File: config.mk
export PLATFORM = sky130hd
export DESIGN_NAME = line_draw_ctrl
export DESIGN_NICKNAME = d
export VERILOG_FILES = /design/src/rtl/line_draw_ctrl.sv
export SDC_FILE = /design/constraint.sdc
export NUM_CORES = 1
export LEC_CHECK = 0
export CAP_MARGIN = 20
export CORE_ASPECT_RATIO = 1.75
export CORE_MARGIN = 3
export CORE_UTILIZATION = 45
export CTS_BUF_LIST = sky130_fd_sc_hd__clkbuf_8
export DETAILED_ROUTE_END_ITERATION = 8
export PLACE_DENSITY = 0.81
export SYNTH_ARGS = -nofsm -noshare
export SYNTH_HDL_FRONTEND = slang
export SYNTH_SLANG_ARGS = --single-unit
File: constraint.sdc
create_clock -name clk -period 3.2 [get_ports clk]
set_input_delay 0.96 -clock clk [delete_from_list [all_inputs] [get_ports clk]]
set_output_delay 0.96 -clock clk [all_outputs]
set_load 0.05 [all_outputs]
File: src/rtl/line_draw_ctrl.sv
// Sequencer for the Bresenham error/y datapath: loads the registers, walks
// xcount from x0 to x1 and hands each pixel downstream over valid/ready.
module line_draw_ctrl #(
    parameter int WIDTH = 13
) (
    input  logic             clk,
    input  logic             rst,
    input  logic             start,
    input  logic             abort,
    input  logic [WIDTH-1:0] x0,
    input  logic [WIDTH-1:0] x1,
    input  logic             less_than_zero,
    input  logic             pix_ready,
    output logic [WIDTH-1:0] xcount,
    output logic             pix_valid,
    output logic             WE_error_reg,
    output logic             WE_y_reg,
    output logic             e_sel_mux_in,
    output logic             e_sel_mux_out,
    output logic             y_sel_mux_in,
    output logic             busy,
    output logic             done,
    output logic             bad_cmd
);

    typedef enum logic [2:0] {IDLE, LOAD, PLOT, ADVANCE, FIN} state_t;

    state_t           state;
    logic [WIDTH-1:0] x1_q;
    logic             rej_q;
    logic             last;
    logic             hs;

    always_ff @(posedge clk or negedge rst) begin
        if (!rst) begin
            state  <= IDLE;
            xcount <= '0;
            x1_q   <= '0;
            rej_q  <= 1'b0;
            busy   <= 1'b0;
        end else begin
            case (state)
                IDLE: begin
                    if (start) begin
                        busy <= 1'b1;
                        if (x1 >= x0) begin
                            x1_q   <= x1;
                            xcount <= x0;
                            rej_q  <= 1'b0;
                            state  <= LOAD;
                        end else begin
                            rej_q <= 1'b1;
                            state <= FIN;
                        end
                    end
                end
                LOAD: state <= abort ? FIN : PLOT;
                PLOT: begin
                    if (abort)
                        state <= FIN;
                    else if (pix_ready)
                        state <= last ? FIN : ADVANCE;
                end
                ADVANCE: begin
                    if (abort) begin
                        state <= FIN;
                    end else begin
                        xcount <= xcount + 1'b1;
                        state  <= PLOT;
                    end
                end
                FIN: begin
                    busy  <= 1'b0;
                    state <= IDLE;
                end
                default: state <= IDLE;
            endcase
        end
    end

    assign last = (xcount == x1_q);
    // Abort suppresses the pixel so a same-cycle ready is not a transfer.
    assign hs   = (state == PLOT) && pix_ready && !abort;

    always_comb begin
        pix_valid     = 1'b0;
        WE_error_reg  = 1'b0;
        WE_y_reg      = 1'b0;
        e_sel_mux_in  = 1'b0;
        e_sel_mux_out = 1'b0;
        y_sel_mux_in  = 1'b0;
        done          = (state == FIN);
        bad_cmd       = (state == FIN) && rej_q;
        if (!abort) begin
            case (state)
                LOAD: begin
                    WE_error_reg = 1'b1;
                    WE_y_reg     = 1'b1;
                end
                PLOT: begin
                    pix_valid = 1'b1;
                    if (hs && !last) begin
                        WE_error_reg  = less_than_zero;
                        WE_y_reg      = less_than_zero;
                        e_sel_mux_in  = 1'b1;
                        e_sel_mux_out = 1'b1;
                        y_sel_mux_in  = 1'b1;
                    end
                end
                ADVANCE: begin
                    WE_error_reg = 1'b1;
                    e_sel_mux_in = 1'b1;
                end
                default: ;
            endcase
        end
    end

endmodule

=== Word level (Yosys, flattened, before mapping) ===
Index checks and enable logic that the tools add are counted.

* Register bits after elaboration: 31
* Bits of input ports: 32
* Word-level logic and storage cells: 57

* $add $sub $neg: 1
* $lt $le $gt $ge: 1
* Eq/ne operators: 9
* Muxes and demuxes: 26
* Reductions and logical operators: 15

{| class="wikitable"
|+ Operator list
! operator !! count
|-
| two-way mux 13 bit || 3
|-
| case mux 13 bit (2 select lines) || 1
|-
| two-way mux 3 bit || 6
|-
| adder 13 x 1 -> 13 bit (second input constant) || 1
|-
| equality test 13 bit || 1
|-
| greater-or-equal comparator 13 bit || 1
|-
| two-way mux 1 bit || 11
|-
| case mux 3 bit (3 select lines) || 1
|-
| case mux 1 bit (2 select lines) || 4
|-
| equality test 3 x 2 -> 1 bit (second input constant) || 2
|-
| inequality test 2 bit (second input constant) || 3
|-
| AND reduction 2 bit || 3
|-
| logical AND 1 bit || 4
|-
| AND reduction 4 bit || 1
|-
| nonzero test 2 bit || 2
|-
| equality test 3 x 1 -> 1 bit (second input constant) || 1
|-
| equality test 3 bit (second input constant) || 1
|-
| logical NOT 3 bit || 1
|-
| inequality test 3 bit (second input constant) || 1
|-
| AND reduction 3 bit || 1
|-
| logical NOT 1 bit || 2
|-
| OR reduction 2 bit || 1
|}

=== Depth between registers and ports, before layout ===
Gate-level depths: netlist of run 1.

* Depth after elaboration: 7
* Depth in mapped cells: 9
* Depth with buffers taken out: 8

=== Least setup slack after synthesis of run 1 ===
No wires, ideal clock.

* Path type: input-to-output
* Start: input abort
* End: output WE_y_reg
* Arrival: 2713 ps
* Data required time: 2240 ps
* Path slack: -473 ps
* Stages: 3
* Buffers on the path: 0
* Cells stage by stage: or3_1 > nor3b_2 > a22o_1

* Cells in the longest elaborated chain, start to end: 6

{| class="wikitable"
|+ RTL lines
! what !! RTL line !! text
|-
| start: declaration || 9 || <nowiki>input logic abort,</nowiki>
|-
| logical NOT 1 bit || n/a ||
|-
| logical AND 1 bit || 83 || <nowiki>assign hs = (state == PLOT) && pix_ready && !abort;</nowiki>
|-
| logical AND 1 bit || 102 || <nowiki>if (hs && !last) begin</nowiki>
|-
| two-way mux 1 bit || 102 ||
|-
| case mux 1 bit (2 select lines) || 95 || <nowiki>case (state)</nowiki>
|-
| two-way mux 1 bit (*) || 94 || <nowiki>if (!abort) begin</nowiki>
|-
| end: declaration || 17 || <nowiki>output logic WE_y_reg,</nowiki>
|}

Every way passes the cells marked *; elsewhere a longest branch is shown, timed or not.

=== Final worst setup path of run 1 ===
* Start: input abort
* End: output e_sel_mux_in

* Cells in the longest elaborated chain, start to end: 6

{| class="wikitable"
|+ RTL lines
! what !! RTL line !! text
|-
| logical NOT 1 bit || n/a ||
|-
| logical AND 1 bit || 83 ||
|-
| logical AND 1 bit || 102 ||
|-
| two-way mux 1 bit || 102 ||
|-
| case mux 1 bit (2 select lines) || 95 ||
|-
| two-way mux 1 bit (*) || 94 ||
|-
| end: declaration || 18 || <nowiki>output logic e_sel_mux_in,</nowiki>
|}

Marks and branches as above.

==> metrics, run 1 <==
Crit-path slowest cell or3_4; ys flop type dfrtp_1; asr flop ratio synth 100.0%; Fmax 313.7 MHz; # rows 33; #FFs+latches synth 31; final wirelength 6.673 mm; HP Class reg -> reg; first-pass GRT wire length 10.74 mm; fin area 0.003244 sq mm; Area contributors post-synth dfrtp_1 35%, ha_1 8.0%, mux2_4 6.9%; crit share post-route 99.63%; remaining global-route overflow 0; final setup TNS 0 ns; Die ar. 0.005769 sq mm; synthesized area 0.002188 sq mm; Synth area leader dfrtp_1; clock share of power 11.0%; final setup margin 0.01181 ns; share of cells above drive strength 1 24.76%; Arr. time, crit path 2.23 ns; Routed Antenna Nets 0; final-layout fill cell count 367; Final setup violation count 0; pin count of the biggest net entering global routing 32; commonest non-fill, non-tap cells in the layout 46 x clkdlybuf4s50_1, 35 x buf_4, 31 x dfrtp_1, 24 x a21oi_1, 19 x inv_1; Pint 1.558 mW; min cycle time layout 3.188 ns; CTS max path bufs 2; Clock Skew 0.007379 ns; core area 0.004707 sq mm; peak supply drop 0.7548 mV; share of the synthesized area in the top cell type 35.45%; IO Count 54; Synth warnings 0; n_diodes 0; Setup crit end kind output port; Worst setup SP type primary input; Initial DRT Pass Iterations 4; Num CTS Buffers 5; combinational share of power 61.2%; dpl cell area 0.003148 sq mm; Worst Tran Pin Value 0.8962 ns; P_sw 1.331 mW; Slowest Stage Delay on Critical Path 0.35 ns; FF/Latch Area 775.7 sq um; 1st-iter DRT viols 101; root buf cell clkbuf_8; clock slew at reported path FFs 0.06 ns; Post-Layout Cell Count 371; Switching Fraction 46.07%; RSZ-0062 raised after global routing true; DIE HEIGHT 98.25 um; P&R area growth vs syn 48.26%; status finished clean; distinct cell type count after synthesis 49; DR WL/cell 17.99 um; Net Count, Synth 275; slew margin rel. 40.25%; Post-Syn Area per Cell 9.556 sq um; # H-tree levels 2; vias in the first global route 2337; via/cell ratio 5.914; gpl congestion 0.9232; # nets final 365; Port Buffers 53; Fin. Hold Viols 0; Leak Pwr 1.454 nW; multi-input logic area 0.001333 sq mm; sequential cell area fraction in the yosys report 35.45%; clock sink count 31; number of max-capacitance violations reported 0; Worst-Skew Late Latency 0.29 ns; Starting Density 46.49%; initial antenna violation count 0; critical path class in -> out; pwr/cell area 890.4 mW/mm^2; chip width 58.72 um; WP data required 2.24 ns; DP Cell Count 361; sequential share of power 27.8%; TritonCTS clock tree done; vias 2194; Slew Limit Fails 0; post-synthesis instance total 229; DRC viols 0; EDFF count, synth 0; Max FO, Critical Path 5; Post-DP HPWL 5.256 mm; commonest non-fill, non-tap cell in the layout clkdlybuf4s50_1; DP Worst Slack -0.1666 ns; critical-path cell list dlygate4sd2_1, or3_4, nor3b_4, nand2b_4, buf_12; GR Util All Layers 24.68%
per-layer routing:
layer	part of all wire [%]	global-route usage (%)
met1	35	26.08
met2	54	42.81
met3	4.5	4.497
met4	5.9	16.23
met5	0	0
kinds of logic (layout without fill, tap and decap cells):
group	Yosys count	after routing	synth area share, %
AND/OR/NAND/NOR	72	72	19.27
AO/OA/AOI/OAI	58	58	17.95
flip-flops	31	31	35.45
buffers and inverters	27	117	5.260
adder cells (fa/ha/maj)	14	14	8.005
multiplexers	14	14	8.862
XOR/XNOR	13	13	5.203
Yosys cell counts, types with 2 or more instances:
| library cell | instances |
|---|---|
| a21o_1 | 2 |
| a21oi_1 | 24 |
| a31oi_1 | 2 |
| and2_4 | 2 |
| and3_1 | 3 |
| buf_2 | 2 |
| clkbuf_1 | 4 |
| dfrtp_1 | 31 |
| ha_1 | 14 |
| inv_1 | 19 |
| mux2_1 | 3 |
| mux2_4 | 10 |
| nand2_1 | 18 |
| nand2b_1 | 2 |
| nand3_1 | 7 |
| nand4_1 | 4 |
| nor2_1 | 10 |
| nor3_1 | 6 |
| nor3b_1 | 2 |
| nor3b_2 | 2 |
| nor4_1 | 5 |
| o211ai_1 | 4 |
| o21ai_0 | 5 |
| o21ai_1 | 3 |
| o2bb2ai_1 | 9 |
| or3_1 | 2 |
| xnor2_1 | 7 |
| xor2_1 | 6 |
power groups by stage:
stage,Clock [mW],Combinational (mW),Sequential (mW)
CTS,0.321,1.77,0.799
finish,0.317,1.77,0.804
detailed placement,0,1.75,0.804
floorplan,0,0.810,1.06
global placement,0,1.72,0.790
global route,0.340,1.88,0.831
worst max-delay path, delay by kind of cell:
kind / cells / cell delay (ns)
buf+inv: 2 / 0.38
simple gates: 3 / 0.88
layout make-up:
cell class                 instances  area share, %
inverter                          19          2.198
clock buffer                       6          2.545
tap                               52          2.005
clock inverter                     1         0.1543
sequential                        31          23.91
timing repair buffer              91          28.11
multi-input combinational        171          41.07
state kept, by name (all words and copies together) (netlist names):
register,flops
busy,1
xcount,13
rej_q,1
state,3
x1_q,13
repair_timing:
item,in CTS,in global routing
setup endpoints to repair,5,3
buffers inserted,2,3
pin swaps,8,7
resized for setup,1,0
hold buffers,0,0
per-stage QoR:
| stage | utilization, % | hold WS, ns | power (mW) |
|---|---|---|---|
| final | 68.93 | 0.4766 | 2.889 |
| after CTS | 68.87 | 0.4777 | 2.887 |
| after global placement | 66.88 | 0.4592 | 2.506 |
| after floorplan | - | 0.4423 | 1.868 |
| after global routing | 68.93 | 0.5209 | 3.048 |
| after detailed placement | 66.88 | 0.4633 | 2.559 |
final timing paths:
kind | startpoint | to | slack, ns | depth (start not counted)
max | abort | e_sel_mux_in | 0.01 | 5
min | rej_q | rej_q | 0.48 | 2
max reg2reg | x1_q[1] | state[2] | 1.10 | 8
min reg2reg | rej_q | rej_q | 0.48 | 2
max in group asynchronous | rst | xcount[7] | 1.83 | 2
min in group asynchronous | rst | xcount[6] | 1.08 | 2
Power figures use the tool's default switching activity.
==> inputs of run 2 (changes only) <==
- GPL_ROUTABILITY_DRIVEN: unset -> 0
- clock period: 3.2 -> 3.7 ns (I/O delays scaled with it)
==> run 2 against run 1 <==
Net effect: highest routed layer unchanged; sequential share of layout area increased by 2.1 points; via count is 10% lower; clock skew fell by 0.0028 ns; worst hold slack gained 0.0015 ns; register-to-register slack better by 0.43 ns; critical path depth is the same; sequential power decreased by 9.1%; die area is the same; clock-buffer cell count shrank 1; wire length is 13% lower; combinational power down 25%; critical endpoint is now WE_y_reg; cell area down 8.1%.
==> metrics, run 2 (synthesis results as in run 1) <==
status finished clean; slew margin rel. 45.84%; combinational share of power 57.9%; critical path class in -> out; HP Class reg -> reg; Slowest Stage Delay on Critical Path 0.42 ns; Fin. Hold Viols 0; Worst Tran Pin Value 0.8124 ns; commonest non-fill, non-tap cells in the layout 47 x clkdlybuf4s50_1, 31 x dfrtp_1, 24 x a21oi_1, 20 x inv_1, 18 x nand2_1; number of max-capacitance violations reported 0; Arr. time, crit path 2.48 ns; remaining global-route overflow 0; crit path buf inv count 2; Final Util 63.37%; # H-tree levels 2; peak supply drop 0.6699 mV; share of cells above drive strength 1 16.84%; chip width 58.72 um; Post-Layout Cell Count 343; vias in the first global route 2071; crit share post-route 97.08%; Final setup violation count 0; Pint 1.216 mW; DR WL/cell 16.95 um; DRC viols 0; core area 0.004707 sq mm; CTS max path bufs 2; clock slew at reported path FFs 0.06 ns; pwr/cell area 773.1 mW/mm^2; IO Count 54; Max FO, Critical Path 4; Routed Antenna Nets 0; DIE HEIGHT 98.25 um; CP delay by family, top simple AND/OR/NAND/NOR gates; Worst setup SP type primary input; root buf cell clkbuf_8; commonest non-fill, non-tap cell in the layout clkdlybuf4s50_1; Starting Density 46.49%; pin count of the biggest net entering global routing 32; P&R area growth vs syn 36.31%; Fmax 278.4 MHz; clock share of power 10.4%; # nets final 338; vias 1965; Slew Limit Fails 0; clock sink count 31; GR Util All Layers 21.95%; Crit-path slowest cell clkdlybuf4s50_1; Num CTS Buffers 5; Top Registers x1_q: 13 flops, xcount: 13 flops, state: 3 flops; Worst-Skew Late Latency 0.28 ns; WP data required 2.59 ns; via/cell ratio 5.729; n_diodes 0; final wirelength 5.815 mm; final-layout fill cell count 414; RSZ-0062 raised after global routing false; Tot Pwr 2.306 mW; sequential share of power 31.7%; critical-path cell list clkdlybuf4s50_1, or3_4, nor3b_4, a22o_2, buf_12; TritonCTS clock tree done; min cycle time layout 3.592 ns; Setup crit end kind output port; Leak Pwr 1.299 nW; Hold-fix buffers, CTS 0; first-pass GRT wire length 9.666 mm; final setup margin 0.1079 ns; Post-DP HPWL 4.624 mm; initial antenna violation count 0; Die ar. 0.005769 sq mm; # rows 33; Initial DRT Pass Iterations 4; Clock Skew 0.004569 ns; Port Buffers 53; P_sw 1.090 mW; DP Cell Count 337; final setup TNS 0 ns; DP Worst Slack 0.05392 ns; 1st-iter DRT viols 49; Switching Fraction 47.28%
-- run 2: cell count changes in the layout (fill, tap and decap cells not counted), sizes merged --
cell and delta:
buf -27, inv +1, clkdlybuf4s50 +1, clkbuf -1
clkinv -1, dlygate4sd2 -1
-- run 2: per-stage QoR --
step	cell area [sq um]	hold slack, ns
4_1_cts	2978	0.4778
2_1_floorplan	2198	0.4423
5_1_grt	2983	0.5375
3_5_place_dp	2905	0.4637
6_report	2983	0.4781
3_3_place_gp	2905	0.4549
-- run 2: power by group through the flow --
stage | Sequential, mW | Clock, mW | Combinational [mW]
global placement | 0.718 | 0 | 1.31
detailed placement | 0.730 | 0 | 1.33
global route | 0.757 | 0.260 | 1.43
floorplan | 0.914 | 0 | 0.692
finish | 0.731 | 0.241 | 1.33
CTS | 0.725 | 0.246 | 1.34
-- run 2: layer usage --
layer  part of all wire (%)  global-route usage, %  vias up
met5                      0                      0        -
met4                    4.5                  11.87        0
met3                    3.5                  3.571       18
met2                     55                  38.67       56
met1                     37                  24.10      942
li1                       -                      -      949
-- run 2: worst paths after layout --
check	slack, ns	cells past startpoint	start	endpoint
setup / recovery	0.11	5	abort	WE_y_reg
hold / removal	0.48	2	rej_q	rej_q
setup reg to reg	1.53	6	xcount[1]	state[2]
hold reg to reg	0.48	2	rej_q	rej_q
max in group asynchronous	2.17	2	rst	xcount[11]
min in group asynchronous	1.22	2	rst	x1_q[0]
-- run 2: final cells by class --
| type | count | area (sq um) | area share, % |
|---|---|---|---|
| Multi-Input combinational cell | 171 | 1313 | 44.00 |
| Sequential cell | 31 | 775.7 | 26.01 |
| Timing Repair Buffer | 64 | 685.7 | 22.99 |
| Inverter | 19 | 71.32 | 2.391 |
| Clock buffer | 5 | 68.82 | 2.307 |
| Tap cell | 52 | 65.06 | 2.181 |
| Clock inverter | 1 | 3.754 | 0.1258 |
-- run 2: repair_timing --
action | 4_1_cts | 5_1_grt
setup endpoints to repair | 0 | 5
buffers inserted | 0 | 0
gates resized for setup | 0 | 1
-- run 2: tightest hold or removal path, cell delays in order (launching register included) --
cell     delay (ns)
dfrtp_1        0.33
nand2_1        0.04
o21ai_0        0.06
